===== config.mk =====
export PLATFORM = sky130hd
export DESIGN_NAME = video_timing_ctrl
export DESIGN_NICKNAME = d
export VERILOG_FILES = /design/src/rtl/video_pkg.sv /design/src/rtl/timing_axis.sv /design/src/rtl/video_timing_ctrl.sv
export SDC_FILE = /design/constraint.sdc
export NUM_CORES = 1
export LEC_CHECK = 0
export ABC_AREA = 1
export CELL_PAD_IN_SITES_DETAIL_PLACEMENT = 1
export CELL_PAD_IN_SITES_GLOBAL_PLACEMENT = 1
export CORE_MARGIN = 10
export CORE_UTILIZATION = 40
export DETAILED_ROUTE_END_ITERATION = 8
export GPL_TIMING_DRIVEN = 0
export MAX_ROUTING_LAYER = met4
export PLACE_DENSITY_LB_ADDON = 0.1
export SYNTH_ARGS = -nofsm -noshare
export SYNTH_HDL_FRONTEND = slang
export SYNTH_SLANG_ARGS = --single-unit

===== constraint.sdc =====
create_clock -name i_clk -period 5.1 [get_ports i_clk]
set_clock_uncertainty 0.1 [all_clocks]
set_input_delay 1.02 -clock i_clk [delete_from_list [all_inputs] [get_ports i_clk]]
set_output_delay 1.02 -clock i_clk [all_outputs]
set_load 0.1 [all_outputs]

===== src/rtl/video_pkg.sv =====
// Shared definitions for the video timing controller and the TMDS encoders it feeds.
package video_pkg;

    localparam int CNT_W     = 12;
    localparam int MAX_TOTAL = 4096;

    typedef enum logic [1:0] {
        IDLE  = 2'd0,
        RUN   = 2'd1,
        DRAIN = 2'd2
    } vtc_state_e;

    // 640x480@60 with a 25.175 MHz pixel clock
    localparam int DEF_H_ACTIVE = 640;
    localparam int DEF_H_FP     = 16;
    localparam int DEF_H_SYNC   = 96;
    localparam int DEF_H_BP     = 48;
    localparam int DEF_V_ACTIVE = 480;
    localparam int DEF_V_FP     = 10;
    localparam int DEF_V_SYNC   = 2;
    localparam int DEF_V_BP     = 33;

    localparam logic [9:0] TMDS_CTL_00 = 10'b1101010100;
    localparam logic [9:0] TMDS_CTL_01 = 10'b0010101011;
    localparam logic [9:0] TMDS_CTL_10 = 10'b0101010100;
    localparam logic [9:0] TMDS_CTL_11 = 10'b1010101011;

    function automatic logic [9:0] tmds_ctl_token(input logic [1:0] ctl);
        logic [9:0] tok;
        case (ctl)
            2'b00:   tok = TMDS_CTL_00;
            2'b01:   tok = TMDS_CTL_01;
            2'b10:   tok = TMDS_CTL_10;
            2'b11:   tok = TMDS_CTL_11;
            default: tok = TMDS_CTL_00;
        endcase
        return tok;
    endfunction

    function automatic bit axis_cfg_ok(input int active, input int fp, input int sync, input int bp);
        return (active > 0) && (fp > 0) && (sync > 0) && (bp > 0) &&
               (active + fp + sync + bp <= MAX_TOTAL);
    endfunction

endpackage


===== src/rtl/timing_axis.sv =====
// One raster axis: wrapping position counter plus active/sync decode of the position it moves to next.
module timing_axis
    import video_pkg::*;
#(
    parameter int ACTIVE = DEF_H_ACTIVE,
    parameter int FP     = DEF_H_FP,
    parameter int SYNC   = DEF_H_SYNC,
    parameter int BP     = DEF_H_BP
) (
    input  logic             i_clk,
    input  logic             i_rst_n,
    input  logic             i_adv,
    output logic             o_wrap,
    output logic [CNT_W-1:0] o_cnt_nxt,
    output logic             o_active_nxt,
    output logic             o_sync_nxt
);

    localparam int TOTAL = ACTIVE + FP + SYNC + BP;
    localparam logic [CNT_W-1:0] LAST     = CNT_W'(TOTAL - 1);
    localparam logic [CNT_W-1:0] ACT_END  = CNT_W'(ACTIVE);
    localparam logic [CNT_W-1:0] SYNC_BEG = CNT_W'(ACTIVE + FP);
    localparam logic [CNT_W-1:0] SYNC_END = CNT_W'(ACTIVE + FP + SYNC);

    logic [CNT_W-1:0] cnt_q;
    logic [CNT_W-1:0] cnt_d;

    // Next position: hold, step, or wrap at the last position
    always_comb begin
        if (!i_adv) begin
            cnt_d = cnt_q;
        end else if (cnt_q == LAST) begin
            cnt_d = 12'd0;
        end else begin
            cnt_d = cnt_q + 12'd1;
        end
    end

    // Position register
    always_ff @(posedge i_clk or negedge i_rst_n) begin
        if (!i_rst_n) begin
            cnt_q <= 12'd0;
        end else begin
            cnt_q <= cnt_d;
        end
    end

    assign o_wrap       = i_adv && (cnt_q == LAST);
    assign o_cnt_nxt    = cnt_d;
    assign o_active_nxt = (cnt_d < ACT_END);
    assign o_sync_nxt   = (cnt_d >= SYNC_BEG) && (cnt_d < SYNC_END);

endmodule


===== src/rtl/video_timing_ctrl.sv =====
// Raster timing generator for a TMDS transmitter; frames start and stop only on frame boundaries.
// Outputs are registered from the next-cycle position so all of them describe the same (h,v).
module video_timing_ctrl
    import video_pkg::*;
#(
    parameter int H_ACTIVE = DEF_H_ACTIVE,
    parameter int H_FP     = DEF_H_FP,
    parameter int H_SYNC   = DEF_H_SYNC,
    parameter int H_BP     = DEF_H_BP,
    parameter int V_ACTIVE = DEF_V_ACTIVE,
    parameter int V_FP     = DEF_V_FP,
    parameter int V_SYNC   = DEF_V_SYNC,
    parameter int V_BP     = DEF_V_BP,
    parameter bit SYNC_POL = 1'b0
) (
    input  logic             i_clk,
    input  logic             i_rst_n,
    input  logic             i_en,
    output logic             o_ve,
    output logic             o_hs,
    output logic             o_vs,
    output logic [1:0]       o_ctl,
    output logic [CNT_W-1:0] o_x,
    output logic [CNT_W-1:0] o_y,
    output logic             o_line_start,
    output logic             o_frame_start,
    output logic             o_busy
);

    if (!axis_cfg_ok(H_ACTIVE, H_FP, H_SYNC, H_BP) ||
        !axis_cfg_ok(V_ACTIVE, V_FP, V_SYNC, V_BP)) begin : g_bad_cfg
        $error("video_timing_ctrl: zero-width timing field or total above 4096");
    end

    vtc_state_e       state_q, state_d;
    logic             h_adv_s, h_wrap_s, v_wrap_s;
    logic [CNT_W-1:0] h_nxt_s, v_nxt_s;
    logic             h_act_nxt_s, h_sync_nxt_s, v_act_nxt_s, v_sync_nxt_s;

    logic             ve_q, ve_d, hs_q, hs_d, vs_q, vs_d;
    logic [1:0]       ctl_q, ctl_d;
    logic [CNT_W-1:0] x_q, x_d, y_q, y_d;
    logic             line_start_q, line_start_d, frame_start_q, frame_start_d;
    logic             busy_q, busy_d;

    assign h_adv_s = (state_q != IDLE);

    timing_axis #(
        .ACTIVE(H_ACTIVE), .FP(H_FP), .SYNC(H_SYNC), .BP(H_BP)
    ) u_h_axis (
        .i_clk        (i_clk),
        .i_rst_n      (i_rst_n),
        .i_adv        (h_adv_s),
        .o_wrap       (h_wrap_s),
        .o_cnt_nxt    (h_nxt_s),
        .o_active_nxt (h_act_nxt_s),
        .o_sync_nxt   (h_sync_nxt_s)
    );

    timing_axis #(
        .ACTIVE(V_ACTIVE), .FP(V_FP), .SYNC(V_SYNC), .BP(V_BP)
    ) u_v_axis (
        .i_clk        (i_clk),
        .i_rst_n      (i_rst_n),
        .i_adv        (h_wrap_s),
        .o_wrap       (v_wrap_s),
        .o_cnt_nxt    (v_nxt_s),
        .o_active_nxt (v_act_nxt_s),
        .o_sync_nxt   (v_sync_nxt_s)
    );

    // Next state; v_wrap_s marks the last pixel of a running frame
    always_comb begin
        case (state_q)
            IDLE: begin
                if (i_en) state_d = RUN;
                else      state_d = IDLE;
            end
            RUN, DRAIN: begin
                if (i_en)          state_d = RUN;
                else if (v_wrap_s) state_d = IDLE;
                else               state_d = DRAIN;
            end
            default: state_d = IDLE;
        endcase
    end

    // Output values for the position presented next cycle
    always_comb begin
        busy_d = (state_d != IDLE);
        ve_d   = busy_d && h_act_nxt_s && v_act_nxt_s;
        if (busy_d && h_sync_nxt_s) hs_d = SYNC_POL;
        else                        hs_d = ~SYNC_POL;
        if (busy_d && v_sync_nxt_s) vs_d = SYNC_POL;
        else                        vs_d = ~SYNC_POL;
        ctl_d = {vs_d, hs_d};
        if (ve_d) begin
            x_d = h_nxt_s;
            y_d = v_nxt_s;
        end else begin
            x_d = 12'd0;
            y_d = 12'd0;
        end
        line_start_d  = busy_d && (h_nxt_s == 12'd0);
        frame_start_d = line_start_d && (v_nxt_s == 12'd0);
    end

    // State and output registers
    always_ff @(posedge i_clk or negedge i_rst_n) begin
        if (!i_rst_n) begin
            state_q       <= IDLE;
            ve_q          <= 1'b0;
            hs_q          <= ~SYNC_POL;
            vs_q          <= ~SYNC_POL;
            ctl_q         <= {~SYNC_POL, ~SYNC_POL};
            x_q           <= 12'd0;
            y_q           <= 12'd0;
            line_start_q  <= 1'b0;
            frame_start_q <= 1'b0;
            busy_q        <= 1'b0;
        end else begin
            state_q       <= state_d;
            ve_q          <= ve_d;
            hs_q          <= hs_d;
            vs_q          <= vs_d;
            ctl_q         <= ctl_d;
            x_q           <= x_d;
            y_q           <= y_d;
            line_start_q  <= line_start_d;
            frame_start_q <= frame_start_d;
            busy_q        <= busy_d;
        end
    end

    assign o_ve          = ve_q;
    assign o_hs          = hs_q;
    assign o_vs          = vs_q;
    assign o_ctl         = ctl_q;
    assign o_x           = x_q;
    assign o_y           = y_q;
    assign o_line_start  = line_start_q;
    assign o_frame_start = frame_start_q;
    assign o_busy        = busy_q;

endmodule


# Word-level counts from Yosys, hierarchy flattened
# Cells that the tools add are included.
# Widths: inputs -> output; s select.
[word_totals] register_bits=58 mem_bits_ro=0 ramBits=0 latchBits=0 in_bits=3 memories=0 word_cells=52
[op_classes] n_mul=0 shift=0 div=0 n_bitwise=0 order_cmp=6 n_eq_ne=4 n_mux=12 addsub=2 reduce_logical=16
[op_table] op="$mux 12" count=6
[op_table] op="$add 12x1->12 const B" count=2
[op_table] op="$eq 12x10->1 const B" count=2
[op_table] op="$logic_not 12->1" count=2
[op_table] op="$lt 12x10->1 const B" count=2
[op_table] op="$lt 12x9->1 const B" count=2
[op_table] op="$ge 12x10->1 const B" count=1
[op_table] op="$ge 12x9->1 const B" count=1
[op_table] op="$logic_and 1x1->1" count=10
[op_table] op="$mux 2" count=2
[op_table] op="$pmux 2 s2" count=1
[op_table] op="$reduce_bool 2->1" count=2
[op_table] op="$mux 1" count=3
[op_table] op="$eq 2x1->1 const B" count=1
[op_table] op="$eq 2x2->1 const B" count=1
[op_table] op="$logic_not 2->1" count=1
[op_table] op="$reduce_or 2->1" count=1

# Logic depth before layout (Yosys ltp)
# Gate-level depths: netlist of run 1.
[depth] depth_word=10 ltp_mapped=17 depth_no_buf=15

# By module
# Synthesis of run 1 repeated with hierarchy kept, for this count alone.
[unflattened] cells_unflattened=370 area_unflattened_um2=2910.3
[modules_own_cells] mod="video_timing_ctrl" cells_each=125 instances=1 area_each_um2=1268.7 seq_area_each_um2=803.3
[modules_own_cells] mod="timing_axis at u_v_axis" cells_each=129 instances=1 area_each_um2=837.1 seq_area_each_um2=300.3
[modules_own_cells] mod="timing_axis at u_h_axis" cells_each=116 instances=1 area_each_um2=804.5 seq_area_each_um2=300.3

# Worst setup path before layout of run 1
# No wires, ideal clock.
[synth_timing] kind="flip-flop to output port" start="reg ctl_q[0], in the netlist o_ctl[0]" end="out o_ctl[0]" path_stages_with_launch=2 required_time_ns=3.980 path_buffers=1 slack_ns=2.763 t_arrival_ns=1.217 cell_sequence="dfstp_2 buf_4"
[synth_rtl] item="start, declared" line="video_timing_ctrl.sv:41" text="logic [1:0] ctl_q, ctl_d;"
[synth_rtl] item="start signal, assigned" line="video_timing_ctrl.sv:115" text="ctl_q <= {~SYNC_POL, ~SYNC_POL};"
[synth_rtl] item="start signal, assigned" line="video_timing_ctrl.sv:126" text="ctl_q <= ctl_d;"
[synth_rtl] item="end, declared" line="video_timing_ctrl.sv:22" text="output logic [1:0] o_ctl,"
# No word-level cell between the ends.

# Worst setup path after layout of run 1
[layout_timing] start="reg ctl_q[0], in the netlist o_ctl[0]" end="out o_ctl[0]"
# No word-level cell between the ends.

==> results of run 1 <==
kinds of logic (layout without fill, tap and decap cells):
logic type,Yosys count,in the layout
AND/OR/NAND/NOR,233,233
buffers and inverters,67,110
flip-flops,56,56
AO/OA/AOI/OAI,9,9
XOR/XNOR,8,8
adder cells (fa/ha/maj),5,5
other,1,5
routing by layer:
metal  up-vias  track usage  share of wire
met5         -            -              0
met4         0       0.0410          0.010
met3         7       0.0293          0.034
met2        43        0.248           0.48
met1      1215        0.192           0.48
li1       1236            -              -
synthesized netlist by cell type (2+ instances only):
cell and count:
or2_2 2, inv_2 3, buf_4 5, buf_6 4, nand4_2 3, nor2_4 5, nor3_1 3, o21ai_0 4
nand2_1 92, nand3_1 23, ha_1 5, nand2_2 12, nand3_2 4, nand4_1 6, inv_1 53, nand2_4 4
dfrtp_1 54, xor2_1 7, dfstp_2 2, nor2_2 30, nor2_1 46
state kept, by name (all words and copies together) (netlist names):
signal and cells:
o_ve 1, o_line_start 1, o_busy 1, u_v_axis.cnt_q 12, o_x 12, o_frame_start 1, o_y 12, state_q 2
o_ctl 2, u_h_axis.cnt_q 12
power by group:
| part | switching [µW] | internal (µW) |
|---|---|---|
| clock | 155 | 101 |
| combinational | 616 | 224 |
| sequential | 56.8 | 514 |
| total | 828 | 838 |
worst paths after layout:
kind / cells after the start / from / slack, ps / end
setup / recovery: 2 / o_ctl[0] / 1890 / o_ctl[0]
hold / removal: 3 / u_h_axis.cnt_q[10] / 510 / u_h_axis.cnt_q[10]
setup reg to reg: 14 / state_q[0] / 2760 / o_y[3]
hold reg to reg: 3 / u_h_axis.cnt_q[10] / 510 / u_h_axis.cnt_q[10]
max in group asynchronous: 2 / i_rst_n / 3720 / o_ctl[1]
min in group asynchronous: 1 / i_rst_n / 550 / o_y[9]
worst max-delay path, stage by stage, from the launching register on:
cell and delay, ps:
dfstp_2 550, buf_4 100, clkdlybuf4s50_1 1120
through the flow:
stage | setup slack, ps | total power [µW] | area, µm² | hold WS (ps)
final | 1890 | 1670 | 3660 | 512
after global routing | 1860 | 1780 | 3660 | 539
after CTS | 1870 | 1690 | 3660 | 519
after detailed placement | 2240 | 1420 | 3570 | 502
after global placement | 1180 | 1400 | 3560 | 480
after floorplan | 2760 | 1210 | 3090 | 452
area by class of cell:
class	count	area (µm²)
Buffer	9	82.6
Multi-Input combinational cell	260	1390
Fill cell	905	3710
Inverter	58	220
Tap cell	99	124
Clock buffer	6	72.6
Sequential cell	56	1400
Clock inverter	2	17.5
Timing Repair Buffer	35	355
==> summary.md, run 1 <==
| Metric | Value |
|---|---|
| DR pass1 iterations | 4 |
| Core footprint | 0.00737 mm² |
| Crit path time final | 3210 ps |
| GRT Total Usage | 0.154 |
| Largest family of logic cells by synthesized area | simple AND/OR/NAND/NOR gates |
| Endpoints failing hold | 0 |
| Num CTS Buffers | 5 |
| Post-Synth Adder-Cell Area | 0.0203 |
| Die X | 108 µm |
| Die height | 108 µm |
| Largest net degree at the start of global routing | 36 |
| DP Cell Count | roughly 520 |
| Unrepaired setup endpoints after global routing | false |
| Area Overhead vs Synth | 19.0% |
| Worst Max-Slew Pin Slew | slightly above 1000 ps |
| Synth Area in Simple Gates | 0.380 |
| # Max-Cap Violations | 0 |
| Clock Sinks | 56 |
| Critical Path RT | around 4000 ps |
| PwrDens | around 460 mW/mm² |
| Post-synthesis compound-gate area fraction | 0.0207 |
| YS warnings | 0 |
| HPWL after DPL | 6370 µm |
| Clk buf depth | 2 |
| Worst vdd ir | 0.000417 V |
| Skew-Pair Late Insertion Delay | 320 ps |
| Root Buffer | clkbuf_8 |
| Final WL | between 8000 and 9000 µm |
| Port bufs | 34 |
| Drt via density | between 4 and 5 |
| Gate Count Post-Synth | 379 |
| Commonest non-fill, non-tap cell in the layout | nand2_1 |
| Antenna violations before repair | 0 |
| Ant. Diodes | 0 |
| HP Class | flop to flop |
| Final ANT Viol Nets | 0 |
| Top_reg_cell synth | dfrtp_1 |
| Final Cycle Share | 0.630 |
| Post-synth EDFFs | 0 |
| # DRC | 0 |
| Vias in the first global route | 2,736 |
| Critical path arrival | between 2000 and 2500 ps |
| Post-CTS Setup Inserts | 0 |
| Critical Path Fanout Max | 2 |
| # hold bufs at CTS | 0 |
| Row cnt | 31 |
| Status | finished, final reports clean |
| DR vias | 2,501 |
| Path type of the worst setup path | flop to primary output |
| Syn avg cell area | slightly above 8 µm² |
| IO Pins | 35 |
| Fin cells | 525 |
| Worst slew margin | 0.323 |
| Post-synth cell types | 33 |
| Fraction of layout cells with a size suffix above 1 | 0.207 |
| Synth area leaders | dfrtp_1, nand2_1, inv_1 |
| FF+latch count, synth | 56 |
| GPL Wtd Cong | 0.819 |
| Register area share after synthesis | 0.456 |
| Post-Syn Area | 0.00308 mm² |
| Die area | 0.0116 mm² |
| Yosys top cell area share | 0.439 |
| Post-Synth XOR/XNOR Area | 0.0228 |
| Final Slew Violations | 0 |
| Clk slew on worst S/H paths | about 110 ps |
| Layout net count | 433 |
| FFs w/ async S/R, synth | 1.00 |
| Worst Setup End Kind | primary output |
| CTS tree | built |
| Layout Utilization | 0.497 |
| H-tree levels | 2 |
| Area leader, netlist | dfrtp_1 |
| Initial core utilization | 0.418 |
| Crit start category | flop |
| Leak pwr | 0.00186 µW |
| # setup viols final | 0 |
| F_max | 311 MHz |
| First-pass GRT wire length | 13,800 µm |
| 1st-iter DRT viols | 93 |
| Multiplexer area fraction after synthesis | 0 |
| Setup TNS Final | 0 ps |
| Leading cell types in the layout, fill and taps excluded | nand2_1, dfrtp_1, inv_1, nor2_1, clkdlybuf4s50_1 |
| Drt wl/cell | 15.4 µm |
| PostCTS Resize Cnt | 0 |
| GR Overflow Total | 0 |
No activity file was read; power rests on OpenSTA's default activity.
==> inputs of run 2 (changes only) <==
==> constraint.sdc (replaced) <==
create_clock -name i_clk -period 3 [get_ports i_clk]
set_clock_uncertainty 0.1 [all_clocks]
set_input_delay 0.6 -clock i_clk [delete_from_list [all_inputs] [get_ports i_clk]]
set_output_delay 0.6 -clock i_clk [all_outputs]
set_load 0.1 [all_outputs]
==> results of run 2 <==
Same layout as run 1 (identical final DEF). Status: finished, final reports clean.
Main changes from that run: setup slack after placement 2240 ps -> 562 ps; setup slack after layout 1890 ps -> 209 ps; hold slack 512 ps -> 132 ps; register-to-register setup slack 2760 ps -> 660 ps; total power 1670 µW -> 2830 µW; worst IR drop on VDD 0.000417 V -> 0.000709 V
==> inputs of run 3 (changes only) <==
==> constraint.sdc (replaced) <==
create_clock -name i_clk -period 3 [get_ports i_clk]
set_clock_uncertainty 0.1 [all_clocks]
set_input_delay 0.75 -clock i_clk [delete_from_list [all_inputs] [get_ports i_clk]]
set_output_delay 0.75 -clock i_clk [all_outputs]
set_load 0.1 [all_outputs]
==> results of run 3 <==
Same layout as run 1 (identical final DEF). Status: finished, final reports clean.
Main changes from that run: setup slack after placement 2240 ps -> 412 ps; setup slack after layout 1890 ps -> 59.2 ps; hold slack 512 ps -> 282 ps; register-to-register setup slack 2760 ps -> 660 ps; total power 1670 µW -> 2830 µW; worst IR drop on VDD 0.000417 V -> 0.000709 V
